**config.mk**
```make
export PLATFORM = sky130hd
export DESIGN_NAME = seq_10101_gen_flat
export DESIGN_NICKNAME = d
export VERILOG_FILES = /design/src/rtl/seq_10101_gen_if.sv /design/src/rtl/seq_10101_gen.sv /design/src/flat_wrapper.sv
export SDC_FILE = /design/constraint.sdc
export NUM_CORES = 1
export LEC_CHECK = 0
export BUFFER_PORTS_ARGS = -buffer_cell sky130_fd_sc_hd__buf_2
export CAP_MARGIN = 40
export CORE_ASPECT_RATIO = 0.7
export CORE_UTILIZATION = 52
export CTS_CLUSTER_SIZE = 12
export DETAILED_ROUTE_END_ITERATION = 10
export MAX_ROUTING_LAYER = met4
export PLACE_DENSITY = 0.7
export SLEW_MARGIN = 0
export SYNTH_ARGS = -nofsm -noshare
export SYNTH_HDL_FRONTEND = slang
export SYNTH_SLANG_ARGS = --single-unit
```
**constraint.sdc**
```tcl
create_clock -name clk -period 3.7 [get_ports clk]
set_input_delay 0.185 -clock clk [delete_from_list [all_inputs] [get_ports clk]]
set_output_delay 0.185 -clock clk [all_outputs]
set_load 0.01 [all_outputs]
```
**src/rtl/seq_10101_gen_if.sv**
```systemverilog
// Serial pattern transmitter bus: request fields in, serial bit stream and status out.
// err_inj exists only when SEQ_GEN_ERR_INJ_EN is defined.
interface seq_10101_gen_if #(
   parameter int CNT_W = 8,
   parameter int GAP_W = 4
);
   logic             start;
   logic [CNT_W-1:0] count;
   logic [GAP_W-1:0] gap;
`ifdef SEQ_GEN_ERR_INJ_EN
   logic             err_inj;
`endif
   logic             out;
   logic             valid;
   logic             busy;
   logic             done;

   modport master (
      input  start, count, gap,
`ifdef SEQ_GEN_ERR_INJ_EN
      input  err_inj,
`endif
      output out, valid, busy, done
   );

   modport slave (
      output start, count, gap,
`ifdef SEQ_GEN_ERR_INJ_EN
      output err_inj,
`endif
      input  out, valid, busy, done
   );
endinterface

```
**src/rtl/seq_10101_gen.sv**
```systemverilog
// Emits count frames of PATTERN (MSB first) separated by gap zero bits; registered Moore outputs.
// SEQ_GEN_ERR_INJ_EN adds err_inj, which inverts the last bit of the first frame.
module seq_10101_gen #(
   parameter logic [4:0] PATTERN = 5'b10101,
   parameter int         CNT_W   = 8,
   parameter int         GAP_W   = 4
) (
   input  logic                  clk,
   input  logic                  reset,
   seq_10101_gen_if.master       bus
);
   typedef enum logic [1:0] {IDLE, SEND, GAP, DONE} state_t;

   localparam logic [CNT_W-1:0] FRM_ONE = CNT_W'(1);
   localparam logic [GAP_W-1:0] GAP_ONE = GAP_W'(1);

   state_t           state, state_nxt;
   logic [2:0]       idx, idx_nxt;
   logic [CNT_W-1:0] frm, frm_nxt;
   logic [GAP_W-1:0] gap_q, gap_nxt;
   logic [GAP_W-1:0] gcnt, gcnt_nxt;
   logic             out_nxt, valid_nxt, busy_nxt, done_nxt;
   logic             bit_nxt;
`ifdef SEQ_GEN_ERR_INJ_EN
   // Set on an injected start, cleared once the first frame has been sent
   logic             inj_q, inj_nxt;
`endif

   always_ff @(posedge clk or posedge reset) begin
      if (reset) begin
         state     <= IDLE;
         idx       <= '0;
         frm       <= '0;
         gap_q     <= '0;
         gcnt      <= '0;
         bus.out   <= 1'b0;
         bus.valid <= 1'b0;
         bus.busy  <= 1'b0;
         bus.done  <= 1'b0;
`ifdef SEQ_GEN_ERR_INJ_EN
         inj_q     <= 1'b0;
`endif
      end else begin
         state     <= state_nxt;
         idx       <= idx_nxt;
         frm       <= frm_nxt;
         gap_q     <= gap_nxt;
         gcnt      <= gcnt_nxt;
         bus.out   <= out_nxt;
         bus.valid <= valid_nxt;
         bus.busy  <= busy_nxt;
         bus.done  <= done_nxt;
`ifdef SEQ_GEN_ERR_INJ_EN
         inj_q     <= inj_nxt;
`endif
      end
   end

   always_comb begin
      state_nxt = state;
      idx_nxt   = idx;
      frm_nxt   = frm;
      gap_nxt   = gap_q;
      gcnt_nxt  = gcnt;
`ifdef SEQ_GEN_ERR_INJ_EN
      inj_nxt   = inj_q;
`endif
      case (state)
         IDLE: begin
            if (bus.start) begin
               if (bus.count != '0) begin
                  state_nxt = SEND;
                  frm_nxt   = bus.count;
                  gap_nxt   = bus.gap;
                  idx_nxt   = 3'd4;
`ifdef SEQ_GEN_ERR_INJ_EN
                  inj_nxt   = bus.err_inj;
`endif
               end else begin
                  state_nxt = DONE;
               end
            end
         end
         SEND: begin
            if (idx != 3'd0) begin
               idx_nxt = idx - 3'd1;
            end else begin
`ifdef SEQ_GEN_ERR_INJ_EN
               inj_nxt = 1'b0;
`endif
               // frm counts frames still owed including the one just finished
               if (frm > FRM_ONE) begin
                  frm_nxt = frm - FRM_ONE;
                  if (gap_q != '0) begin
                     state_nxt = GAP;
                     gcnt_nxt  = gap_q;
                  end else begin
                     idx_nxt = 3'd4;
                  end
               end else begin
                  frm_nxt   = '0;
                  state_nxt = DONE;
               end
            end
         end
         GAP: begin
            if (gcnt <= GAP_ONE) begin
               gcnt_nxt  = '0;
               idx_nxt   = 3'd4;
               state_nxt = SEND;
            end else begin
               gcnt_nxt = gcnt - GAP_ONE;
            end
         end
         DONE:    state_nxt = IDLE;
         default: state_nxt = IDLE;
      endcase

      // Outputs are decoded from the next state so they land in registers
      bit_nxt = PATTERN[idx_nxt];
`ifdef SEQ_GEN_ERR_INJ_EN
      if (inj_nxt && (idx_nxt == 3'd0)) begin
         bit_nxt = ~bit_nxt;
      end
`endif
      out_nxt   = (state_nxt == SEND) ? bit_nxt : 1'b0;
      valid_nxt = (state_nxt == SEND) || (state_nxt == GAP);
      busy_nxt  = valid_nxt;
      done_nxt  = (state_nxt == DONE);
   end
endmodule

```
**src/flat_wrapper.sv**
```systemverilog
// flat-port wrapper written by rule: the top's interface ports become plain ports
module seq_10101_gen_flat 
#(
   parameter logic [4:0] PATTERN = 5'b10101,
   parameter int         CNT_W   = 8,
   parameter int         GAP_W   = 4
)
  (clk, reset, bus_start, bus_count, bus_gap, bus_out, bus_valid, bus_busy, bus_done);
  seq_10101_gen_if #(.CNT_W(CNT_W), .GAP_W(GAP_W)) bus_i ();
  input  logic clk;
  input  logic reset;
  input wire logic [$bits(bus_i.start)-1:0] bus_start;
  input wire logic [$bits(bus_i.count)-1:0] bus_count;
  input wire logic [$bits(bus_i.gap)-1:0] bus_gap;
  output wire logic [$bits(bus_i.out)-1:0] bus_out;
  output wire logic [$bits(bus_i.valid)-1:0] bus_valid;
  output wire logic [$bits(bus_i.busy)-1:0] bus_busy;
  output wire logic [$bits(bus_i.done)-1:0] bus_done;
  assign bus_i.start = bus_start;
  assign bus_i.count = bus_count;
  assign bus_i.gap = bus_gap;
  assign bus_out = bus_i.out;
  assign bus_valid = bus_i.valid;
  assign bus_busy = bus_i.busy;
  assign bus_done = bus_i.done;
  seq_10101_gen #(.PATTERN(PATTERN), .CNT_W(CNT_W), .GAP_W(GAP_W)) u_core (.clk(clk), .reset(reset), .bus(bus_i));
endmodule
```
### After elaboration in Yosys (flattened, before gate mapping)

Memories as Yosys holds them, arrays and structs flattened.
Cells that the tools add are included.

| word-level totals | value |
|---|---|
| register bits after elaboration | 24 |
| memory bits (read-only) | 8 |
| bits of input ports | 15 |
| output and inout port bits | 4 |
| word-level logic and storage cells | 62 |
| memories kept | 1 |

Memories:

| memory | depth | width | rd ports | clocked after memory_dff | write ports | RTL line | source |
|---|---|---|---|---|---|---|---|
| (name not given) | 8 | 1 | 1 | 0 | 0 | seq_10101_gen.sv:120 | `bit_nxt = PATTERN[idx_nxt];` |

| cells by class | value |
|---|---|
| add/subtract/negate cells | 3 |
| magnitude comparators | 3 |
| equal/unequal tests | 11 |
| multiplexer cells | 26 |
| reduce and logical (&&, ||, !) cells | 10 |

Operators by type and width:

| operator | count |
|---|---|
| 2-to-1 mux 8 bit | 4 |
| 2-to-1 mux 3 bit | 6 |
| 2-to-1 mux 4 bit | 4 |
| one-hot mux 8 bit (2 select lines) | 1 |
| 2-to-1 mux 2 bit | 6 |
| one-hot mux 3 bit (3 select lines) | 1 |
| == test 2 bit (second input constant) | 4 |
| greater-than comparator 8 x 1 -> 1 bit (second input constant) | 1 |
| one-hot mux 2 bit (4 select lines) | 1 |
| one-hot mux 4 bit (2 select lines) | 1 |
| AND reduction 4 bit | 2 |
| nonzero test 8 bit | 1 |
| subtractor 8 x 1 -> 8 bit (second input constant) | 1 |
| != test 2 x 1 -> 1 bit (second input constant) | 3 |
| == test 2 x 1 -> 1 bit (second input constant) | 2 |
| <= comparator 4 x 1 -> 1 bit (second input constant) | 1 |
| < comparator 3 x 4 -> 1 bit (second input constant) | 1 |
| != test 2 bit (second input constant) | 2 |
| nonzero test 2 bit | 2 |
| nonzero test 4 bit | 1 |
| subtractor 4 x 1 -> 4 bit (second input constant) | 1 |
| AND reduction 3 bit | 1 |
| nonzero test 3 bit | 1 |
| subtractor 3 x 1 -> 3 bit (second input constant) | 1 |
| other kinds (3) | 4 |

### Depth between registers and ports, before layout

Gate-level depths: netlist of run 1.

| depth | value |
|---|---|
| depth in word-level cells | 8 |
| mapped depth | 9 |
| gate-level depth less buffers | 9 |

### Worst setup path before layout of run 1

No wires, ideal clock.

| path | value |
|---|---|
| path type | register to register |
| start point | reg u_core.frm[3] |
| end point | reg u_core.bus.out |
| setup time | 0.101 ns |
| data arrival time | 2.150 ns |
| required time | 3.599 ns |
| slack | 1.449 ns |
| cell stages (with the launch flop) | 9 |
| path buffers | 1 |
| period minus slack after synthesis | 2.251 ns |
| cell sequence | dfrtp_1 > or4_1 > buf_2 > nor3_1 > o32ai_1 > o21ai_0 > ha_1 > inv_1 > o32ai_1 |

| between the ends | value |
|---|---|
| elaborated cells on any way between the ends | 11 |
| those cells by class | 1 x order compare; 1 x eq/ne; 8 x mux; 1 x memory |

RTL lines:

| item | RTL line | source |
|---|---|---|
| start: declaration | seq_10101_gen.sv:19 | `logic [CNT_W-1:0] frm, frm_nxt;` |
| start signal: assignment | seq_10101_gen.sv:46 | `frm <= frm_nxt;` |
| greater-than comparator 8 x 1 -> 1 bit | seq_10101_gen.sv:92 | `if (frm > FRM_ONE) begin` |
| 2-to-1 mux 2 bit | seq_10101_gen.sv:92 |  |
| 2-to-1 mux 2 bit | seq_10101_gen.sv:85 | `if (idx != 3'd0) begin` |
| one-hot mux 2 bit (4 select lines) | seq_10101_gen.sv:68 | `case (state)` |
| named net u_core.state_nxt[0] | seq_10101_gen.sv:17 | `state_t state, state_nxt;` |
| == test 2 x 1 -> 1 bit | seq_10101_gen.sv:126 | `out_nxt = (state_nxt == SEND) ? bit_nxt : 1'b0;` |
| 2-to-1 mux 1 bit | seq_10101_gen.sv:126 |  |
| named net u_core.out_nxt | seq_10101_gen.sv:22 | `logic out_nxt, valid_nxt, busy_nxt, done_nxt;` |
| end signal: assignment | seq_10101_gen.sv:49 | `bus.out <= out_nxt;` |
| end: declaration | seq_10101_gen_if.sv:23 | `output out, valid, busy, done` |

The timed path passes the listed nets, and every way through them passes these cells. The select of a mux whose other input is x is not followed.
A chain may end at the register's enable or synchronous reset.

### Worst setup path in the final report of run 1

Ends and elaborated chain as after synthesis.

==> impl_metrics.toml, run 1 <==
[clock_network]
cts_tree = "done"
clock-sinks = 24
clockRootBuffer = "clkbuf_8"
cts_buffers = 3
clockBufferDepth = 2
clk_pin_slew_worst_paths_ns = 0.08
postCtsSetupRepairBufs = 0
clock_latency_ns = 0.26
htreeDepth = 1

[floorplanning]
ios = 19
fp.dieH_um = 47.8
rows = 16
core_area_mm2 = 0.00282
start_util = 0.551
dieArea_mm2 = 0.00322
die_x_um = 67.4

[setup_path]
arrival_ns = 2.75
critPathMaxFanout = 8
slowest_stage = "or4_1"
critPathKind = "reg -> reg"
worstPathCellList = "or4_1 -> nor3_1 -> o32ai_1 -> o21ai_0 -> ha_1 -> inv_1 -> o32ai_1"
worst_path_most_repeated_cell = "o32ai_1"
max_stage_delay_ns = 0.70
required_ns = 3.86
start_kind = "flop"
worst_setup_path_end_kind = "flop"

[drt]
ant_nets = 0
first_pass_iters = 4
drt_wl_total_mm = 3.61
drt-initial-drc-count = 91
detail_route.wl_per_cell_um = 16.9
drc = 0
num_vias = 1376
viasPerCell = 6.43

[synthesis]
syn_area_mm2 = 0.00156
synth_cells = 164
synth_seq_cells = 24
synthDistinctLibCells = 45
synth-edff-count = 0
synth_seq_area_share = 0.386
synth_warnings = 0
synth_area_per_cell_um2 = 9.48
async_flop_share = 1.00
ys.flop_type = "dfrtp_1"
synth_nets = 186

[placement]
gp_congestion = 0.877
io_buffers = 18
dp_hpwl_mm = 2.81
place_area_mm2 = 0.00168

[global_routing]
grt_usage = 0.253
grt_overflow = 0
grt_pass1_wl_mm = 5.66
grt_max_degree = 17
antenna_found_initial = 0
grt_pass1_vias = 1190

[cells_and_area]
stdcell_area_mm2 = 0.00173
diodes = 0
drive_gt1_frac = 0.202
nFillCells = 251
areaGrowthSynthToFinish_pct = 11.3
nets = 202

[sta]
relSlewSlack = 0.467
hold_slack_ns = 0.155
setup_violations = 0
maxSlewViolCount = 0
hold_viol_final = 0
finalCriticalPeriod_ns = 2.59
tns_ns = 0
post-route-period-util = 0.701
fin_skew_ns = 0.00139
rsz0062_at_grt = "false"
worstMarginPinSlew_ns = 0.794
fmax_ghz = 0.386

[status]
status = "finished, final reports clean"

[power]
power_mw = 1.55
p_leak_nw = 0.750
ir_drop_uv = 354
powerDensity_mw_per_mm2 = 896

[run]
max_cap_violations = 0

[hold_path]
hp-class = "in -> reg"
==> report_power, final <==
| group | internal, mW | total, mW | switching (mW) |
|---|---|---|---|
| sequential | 0.393 | 0.549 | 0.155 |
| clock | 0.0727 | 0.148 | 0.0757 |
| combinational | 0.374 | 0.854 | 0.480 |
| total | 0.840 | 1.55 | 0.711 |
==> cell usage in the layout (no fill, tap or decap), types with 6 or more instances in the layout <==
cell and count:
o21ai_0 8, nor2_1 7, inv_1 8, o22ai_1 6, nand2_1 16, ha_1 7, buf_2 18, nor3_1 6
a22o_1 6, dfrtp_1 24
==> synth_stat cells, drive strengths merged, types with 2 or more instances <==
master	number	area, µm²
a211oi	2	15.0
a21oi	3	15.0
a221o	2	20.0
a22o	7	62.6
a311oi	2	17.5
buf	5	27.5
clkbuf	5	18.8
dfrtp	24	601
ha	7	87.6
inv	8	30.0
mux2	5	56.3
mux2i	4	40.0
nand2	16	60.1
nand2b	5	31.3
nor2	7	26.3
nor2b	5	31.3
nor3	6	30.0
nor4	5	31.3
o21ai	8	40.0
o22ai	6	37.5
o31ai	3	36.3
o32ai	2	17.5
o41ai	4	35.0
or2	2	12.5
or3	4	26.3
or4	2	15.0
==> cells by family (layout without fill, tap and decap cells) <==
logic type / count (synthesis) / in the layout / synth area share
AND/OR/NAND/NOR: 57 / 57 / 0.192
AO/OA/AOI/OAI: 49 / 49 / 0.254
adder cells (fa/ha/maj): 7 / 7 / 0.0563
multiplexers: 9 / 9 / 0.0619
buffers and inverters: 18 / 32 / 0.0491
flip-flops: 24 / 24 / 0.386
==> path summary, 6_finish.rpt <==
kind	startpoint	end	slack, ns	depth (start not counted)
min reg2reg	u_core.frm[6]$_DFFE_PP0P_	u_core.frm[6]$_DFFE_PP0P_	0.54	1
max in group asynchronous	reset	u_core.gcnt[3]$_DFFE_PP0P_	2.81	4
min in group asynchronous	reset	u_core.frm[1]$_DFFE_PP0P_	0.46	3
min	bus_gap[0]	u_core.gap_q[0]$_DFFE_PP0P_	0.16	2
max	u_core.frm[3]$_DFFE_PP0P_	u_core.bus.out$_DFF_PP0_	1.11	7
max reg2reg	u_core.frm[3]$_DFFE_PP0P_	u_core.bus.out$_DFF_PP0_	1.11	7
==> layer usage <==
layer  global-route usage  vias to the layer above  share of wire
met5                    -                        -              0
met4               0.0553                        0         0.0028
met3               0.0595                        2          0.062
met2                0.368                       50           0.44
met1                0.355                      668           0.49
li1                     -                      656              -
==> repair_timing <==
action,in CTS,in global routing
endpoints found under the hold margin,8,0
resized for setup,0,0
hold buffers,1,0
==> state kept, by name, indices dropped and copies added, names as in the netlist <==
signal / flops
u_core.gcnt: 4
u_core.gap_q: 4
u_core.frm: 8
u_core.state: 2
u_core.bus.done: 1
u_core.idx: 3
u_core.bus.valid: 1
u_core.bus.out: 1
==> through the flow <==
step                cells   util  setup slack, ns
finish                214  0.613             1.11
global route          214  0.613            0.966
CTS                   214  0.613             1.14
detailed placement    210  0.595             1.16
global placement      209  0.585             1.27
floorplan             164      -             1.45
==> layout make-up <==
class / count / area, µm² / area share
sequential: 24 / 601 / 0.347
inverter: 8 / 30.0 / 0.0174
clock buffer: 3 / 41.3 / 0.0239
tap: 36 / 45.0 / 0.0260
timing repair buffer: 21 / 135 / 0.0781
multi-input combinational: 122 / 878 / 0.508
==> critical path: cells and delay by family (launching register included) <==
family	cells	cell delay [ns]
AND/OR/NAND/NOR	2	1.00
buffers and inverters	1	0.05
adder cells (fa/ha/maj)	1	0.24
flip-flops	1	0.45
AO/OA/AOI/OAI	3	0.76
Power figures use the tool's default switching activity.
==> inputs of run 2 (changes only) <==
clock period = 2.63 ns   (was 3.7 ns; I/O delays follow)
==> impl_metrics.toml, run 2 (synthesis results as in run 1) <==
[cells_and_area]
final_cell_mix = "24 x dfrtp_1, 18 x buf_2, 16 x nand2_1"
areaGrowthSynthToFinish_pct = 15.1
final_common_cell = "dfrtp_1"
reg_top3 = "u_core.frm (8), u_core.gap_q (4), u_core.gcnt (4)"
top_register = "u_core.frm"
largest_reg_flops = 8
diodes = 0
drive_gt1_frac = 0.224
nets = 206

[clock_network]
clockRootBuffer = "clkbuf_8"
clock-sinks = 24
clock_latency_ns = 0.26
cts_buffers = 3
cts_tree = "done"
clockBufferDepth = 2
htreeDepth = 1
clk_pin_slew_worst_paths_ns = 0.08
postCtsSetupRepairBufs = 0

[setup_path]
required_ns = 2.79
worstPathCellList = "or4_1 -> nor3_1 -> o32ai_1 -> o21ai_1 -> ha_1 -> inv_1 -> o32ai_1"
max_stage_delay_ns = 0.59
critPathBufInv = 1
worst_setup_path_end_kind = "flop"
worst_path_most_repeated_cell = "o32ai_1"
critPathMaxFanout = 8
slowest_stage = "or4_1"
cp_top_family = "simple AND/OR/NAND/NOR gates"
start_kind = "flop"
critPathKind = "reg -> reg"
arrival_ns = 2.54

[drt]
drt-initial-drc-count = 99
viasPerCell = 6.12
detail_route.wl_per_cell_um = 16.0
drc = 0
num_vias = 1341
drt_wl_total_mm = 3.50
first_pass_iters = 4
ant_nets = 0

[sta]
post-route-period-util = 0.907
hold_viol_final = 0
relSlewSlack = 0.521
fin_skew_ns = 0.00120
worstMarginPinSlew_ns = 0.714
rsz0062_at_grt = "false"
tns_ns = 0
fmax_ghz = 0.419
maxSlewViolCount = 0
hold_slack_ns = 0.0961
finalCriticalPeriod_ns = 2.39
setup_slack_ns = 0.244
setup_violations = 0

[power]
pwr-share-comb = 0.534
powerDensity_mw_per_mm2 = 1300
power_mw = 2.33
p_leak_nw = 0.783
pwr-share-clk = 0.136
sw_frac_of_total = 0.431
p_sw_mw = 1.00
p_int_mw = 1.33
seqPwrFrac = 0.330
ir_drop_uv = 609

[placement]
dp_hpwl_mm = 2.71
pre_cts_ws_ns = 0.207
io_buffers = 18
gp_congestion = 0.937

[global_routing]
grt_pass1_vias = 1130
grt_pass1_wl_mm = 5.37
grt_max_degree = 19
antenna_found_initial = 0
grt_overflow = 0
grt_usage = 0.244

[status]
status = "finished, final reports clean"

[floorplanning]
dieArea_mm2 = 0.00322
core_area_mm2 = 0.00282
rows = 16
die_x_um = 67.4
start_util = 0.551
fp.dieH_um = 47.8
ios = 19

[run]
max_cap_violations = 0

[hold_path]
hp-class = "in -> reg"
## run 2: metrics by stage
stage	instance area, µm²	util	cells
6_report	1790	0.634	219
5_1_grt	1790	0.634	219
4_1_cts	1790	0.634	219
3_5_place_dp	1710	0.605	214
3_3_place_gp	1680	0.596	213
2_1_floorplan	1560	-	164
## run 2: worst reg2reg max path, stage by stage (launching register included)
cell and delay [ns]:
dfrtp_1 0.45, or4_1 0.59, nor3_1 0.29, o32ai_1 0.16, o21ai_1 0.25, ha_1 0.21, inv_1 0.05, o32ai_1 0.29
## run 2: final cells by class
| class | count | area (µm²) |
|---|---|---|
| flip-flops and latches | 24 | 601 |
| clock buffers | 3 | 41.3 |
| clock inverters | 1 | 30.0 |
| multi-input cells | 122 | 878 |
| fillers | 235 | 1030 |
| repair buffers | 25 | 165 |
| inverters | 8 | 30.0 |
| well taps | 36 | 45.0 |
## run 2: repair_timing
item,4_1_cts,5_1_grt
setup endpoints to repair,0,1
resized for setup,0,1
hold buffers,1,0
hold endpoints to repair,6,0
## run 2: final timing paths
kind                            slack [ns]  depth (start not counted)                      start                     endpoint
max in group asynchronous             1.88                          4                      reset    u_core.frm[2]$_DFFE_PP0P_
worst min register to register        0.53                          1  u_core.idx[1]$_DFFE_PP0P_    u_core.idx[1]$_DFFE_PP0P_
worst max-delay path                  0.24                          7  u_core.frm[3]$_DFFE_PP0P_     u_core.bus.out$_DFF_PP0_
min in group asynchronous             0.36                          3                      reset  u_core.gap_q[0]$_DFFE_PP0P_
worst max register to register        0.24                          7  u_core.frm[3]$_DFFE_PP0P_     u_core.bus.out$_DFF_PP0_
worst min-delay path                   0.1                          2                 bus_gap[0]  u_core.gap_q[0]$_DFFE_PP0P_
## run 2: power by group through the flow
stage	clock network [mW]	registers [mW]	logic, mW
after floorplan	0	0.701	0.965
after global placement	0	0.763	1.20
after detailed placement	0	0.774	1.22
after CTS	0.321	0.766	1.24
after global routing	0.332	0.799	1.38
final	0.316	0.770	1.24
## run 2: routing by layer
layer,vias to the layer above,track usage,share of wire
met5,-,-,0
met4,0,0.0298,0.0023
met3,2,0.0500,0.063
met2,41,0.378,0.45
met1,634,0.341,0.48
li1,664,-,-
==> inputs of run 3 (changes only) <==
clock period = 2.95 ns   (was 2.63 ns; I/O delays follow)
==> impl_metrics.toml, run 3 (synthesis results as in run 1) <==
[global_routing]
antenna_found_initial = 0
grt_max_degree = 17
grt_pass1_vias = 1195
grt_usage = 0.245
grt_pass1_wl_mm = 5.45
grt_overflow = 0

[clock_network]
cts_buffers = 3
clk_pin_slew_worst_paths_ns = 0.08
cts_resized = 0
htreeDepth = 1
cts_tree = "done"
clockBufferDepth = 2
clock-sinks = 24
clock_latency_ns = 0.26
clockRootBuffer = "clkbuf_8"

[setup_path]
start_kind = "flop"
critPathMaxFanout = 8
required_ns = 3.11
worst_setup_path_end_kind = "flop"
arrival_ns = 2.76
critPathKind = "reg -> reg"
r2r_slack_ns = 0.35

[placement]
place_area_mm2 = 0.00169
dp_hpwl_mm = 2.73
gp_congestion = 0.855
io_buffers = 18

[drt]
drc = 0
drt_wl_total_mm = 3.47
num_vias = 1361
viasPerCell = 6.33
drt-initial-drc-count = 88
first_pass_iters = 4
ant_nets = 0
detail_route.wl_per_cell_um = 16.1

[sta]
fin_skew_ns = 0.00366
maxSlewViolCount = 0
finalCriticalPeriod_ns = 2.60
tns_ns = 0
setup_violations = 0
rsz0062_at_grt = "false"
post-route-period-util = 0.882
fmax_ghz = 0.384
worstMarginPinSlew_ns = 0.808
relSlewSlack = 0.457
hold_viol_final = 0

[cells_and_area]
largest_reg_flops = 8
nFillCells = 245
diodes = 0
reg_top3 = "u_core.frm (8), u_core.gap_q (4), u_core.gcnt (4)"
stdcell_area_mm2 = 0.00174
final_common_cell = "dfrtp_1"
final_cell_mix = "24 x dfrtp_1, 18 x buf_2, 16 x nand2_1"
areaGrowthSynthToFinish_pct = 11.7
drive_gt1_frac = 0.207
top_register = "u_core.frm"
nets = 203

[floorplanning]
ios = 19
rows = 16
die_x_um = 67.4
dieArea_mm2 = 0.00322
core_area_mm2 = 0.00282
fp.dieH_um = 47.8
start_util = 0.551

[power]
powerDensity_mw_per_mm2 = 1120
ir_drop_uv = 492
p_leak_nw = 0.755
power_mw = 1.94

[hold_path]
hp-class = "in -> reg"

[status]
status = "finished, final reports clean"

[run]
max_cap_violations = 0
## run 3: what timing repair did
action,CTS,global route
buffers inserted,0,0
endpoints found under the setup margin,0,0
hold buffers,1,0
endpoints found under the hold margin,8,0
## run 3: where the power goes
group          switching, mW  internal [mW]  total, mW
logic                  0.601          0.476       1.08
clock network         0.0941         0.0912      0.185
registers              0.185          0.494      0.678
## run 3: final cells by class
type	count	area [µm²]	share of cell area
multi-input cells	122	878	0.505
flip-flops and latches	24	601	0.346
repair buffers	22	143	0.0821
well taps	36	45.0	0.0259
clock buffers	3	41.3	0.0238
inverters	8	30.0	0.0173
## run 3: worst paths after layout
path,from,to,depth (start not counted)
max,u_core.frm[3]$_DFFE_PP0P_,u_core.bus.out$_DFF_PP0_,7
min in group asynchronous,reset,u_core.frm[1]$_DFFE_PP0P_,3
min reg2reg,u_core.idx[1]$_DFFE_PP0P_,u_core.idx[1]$_DFFE_PP0P_,1
max in group asynchronous,reset,u_core.gcnt[2]$_DFFE_PP0P_,4
min,bus_gap[1],u_core.gap_q[1]$_DFFE_PP0P_,2
max reg2reg,u_core.frm[3]$_DFFE_PP0P_,u_core.bus.out$_DFF_PP0_,7
## run 3: worst max-delay path, cell delays in order (launching register included)
cell	delay, ns
dfrtp_1	0.44
or4_1	0.69
nor3_1	0.30
o32ai_1	0.13
o21ai_0	0.36
ha_1	0.25
inv_1	0.05
o32ai_1	0.28
## run 3: per-layer routing
metal	GRT usage	wire, µm	up-vias	share of wire
met4	0.0638	0	0	0
met2	0.370	1540	53	0.44
met5	-	0	-	0
met1	0.336	1730	651	0.50
li1	-	-	657	-
met3	0.0500	202	0	0.058
## run 3: per-stage QoR
step	util	worst slack, ns	hold slack, ns	std cells
floorplan	-	0.699	0.162	164
global placement	0.588	0.524	0.380	210
detailed placement	0.598	0.393	0.167	211
CTS	0.616	0.369	0.111	215
global route	0.616	0.190	0.109	215
finish	0.616	0.347	0.115	215
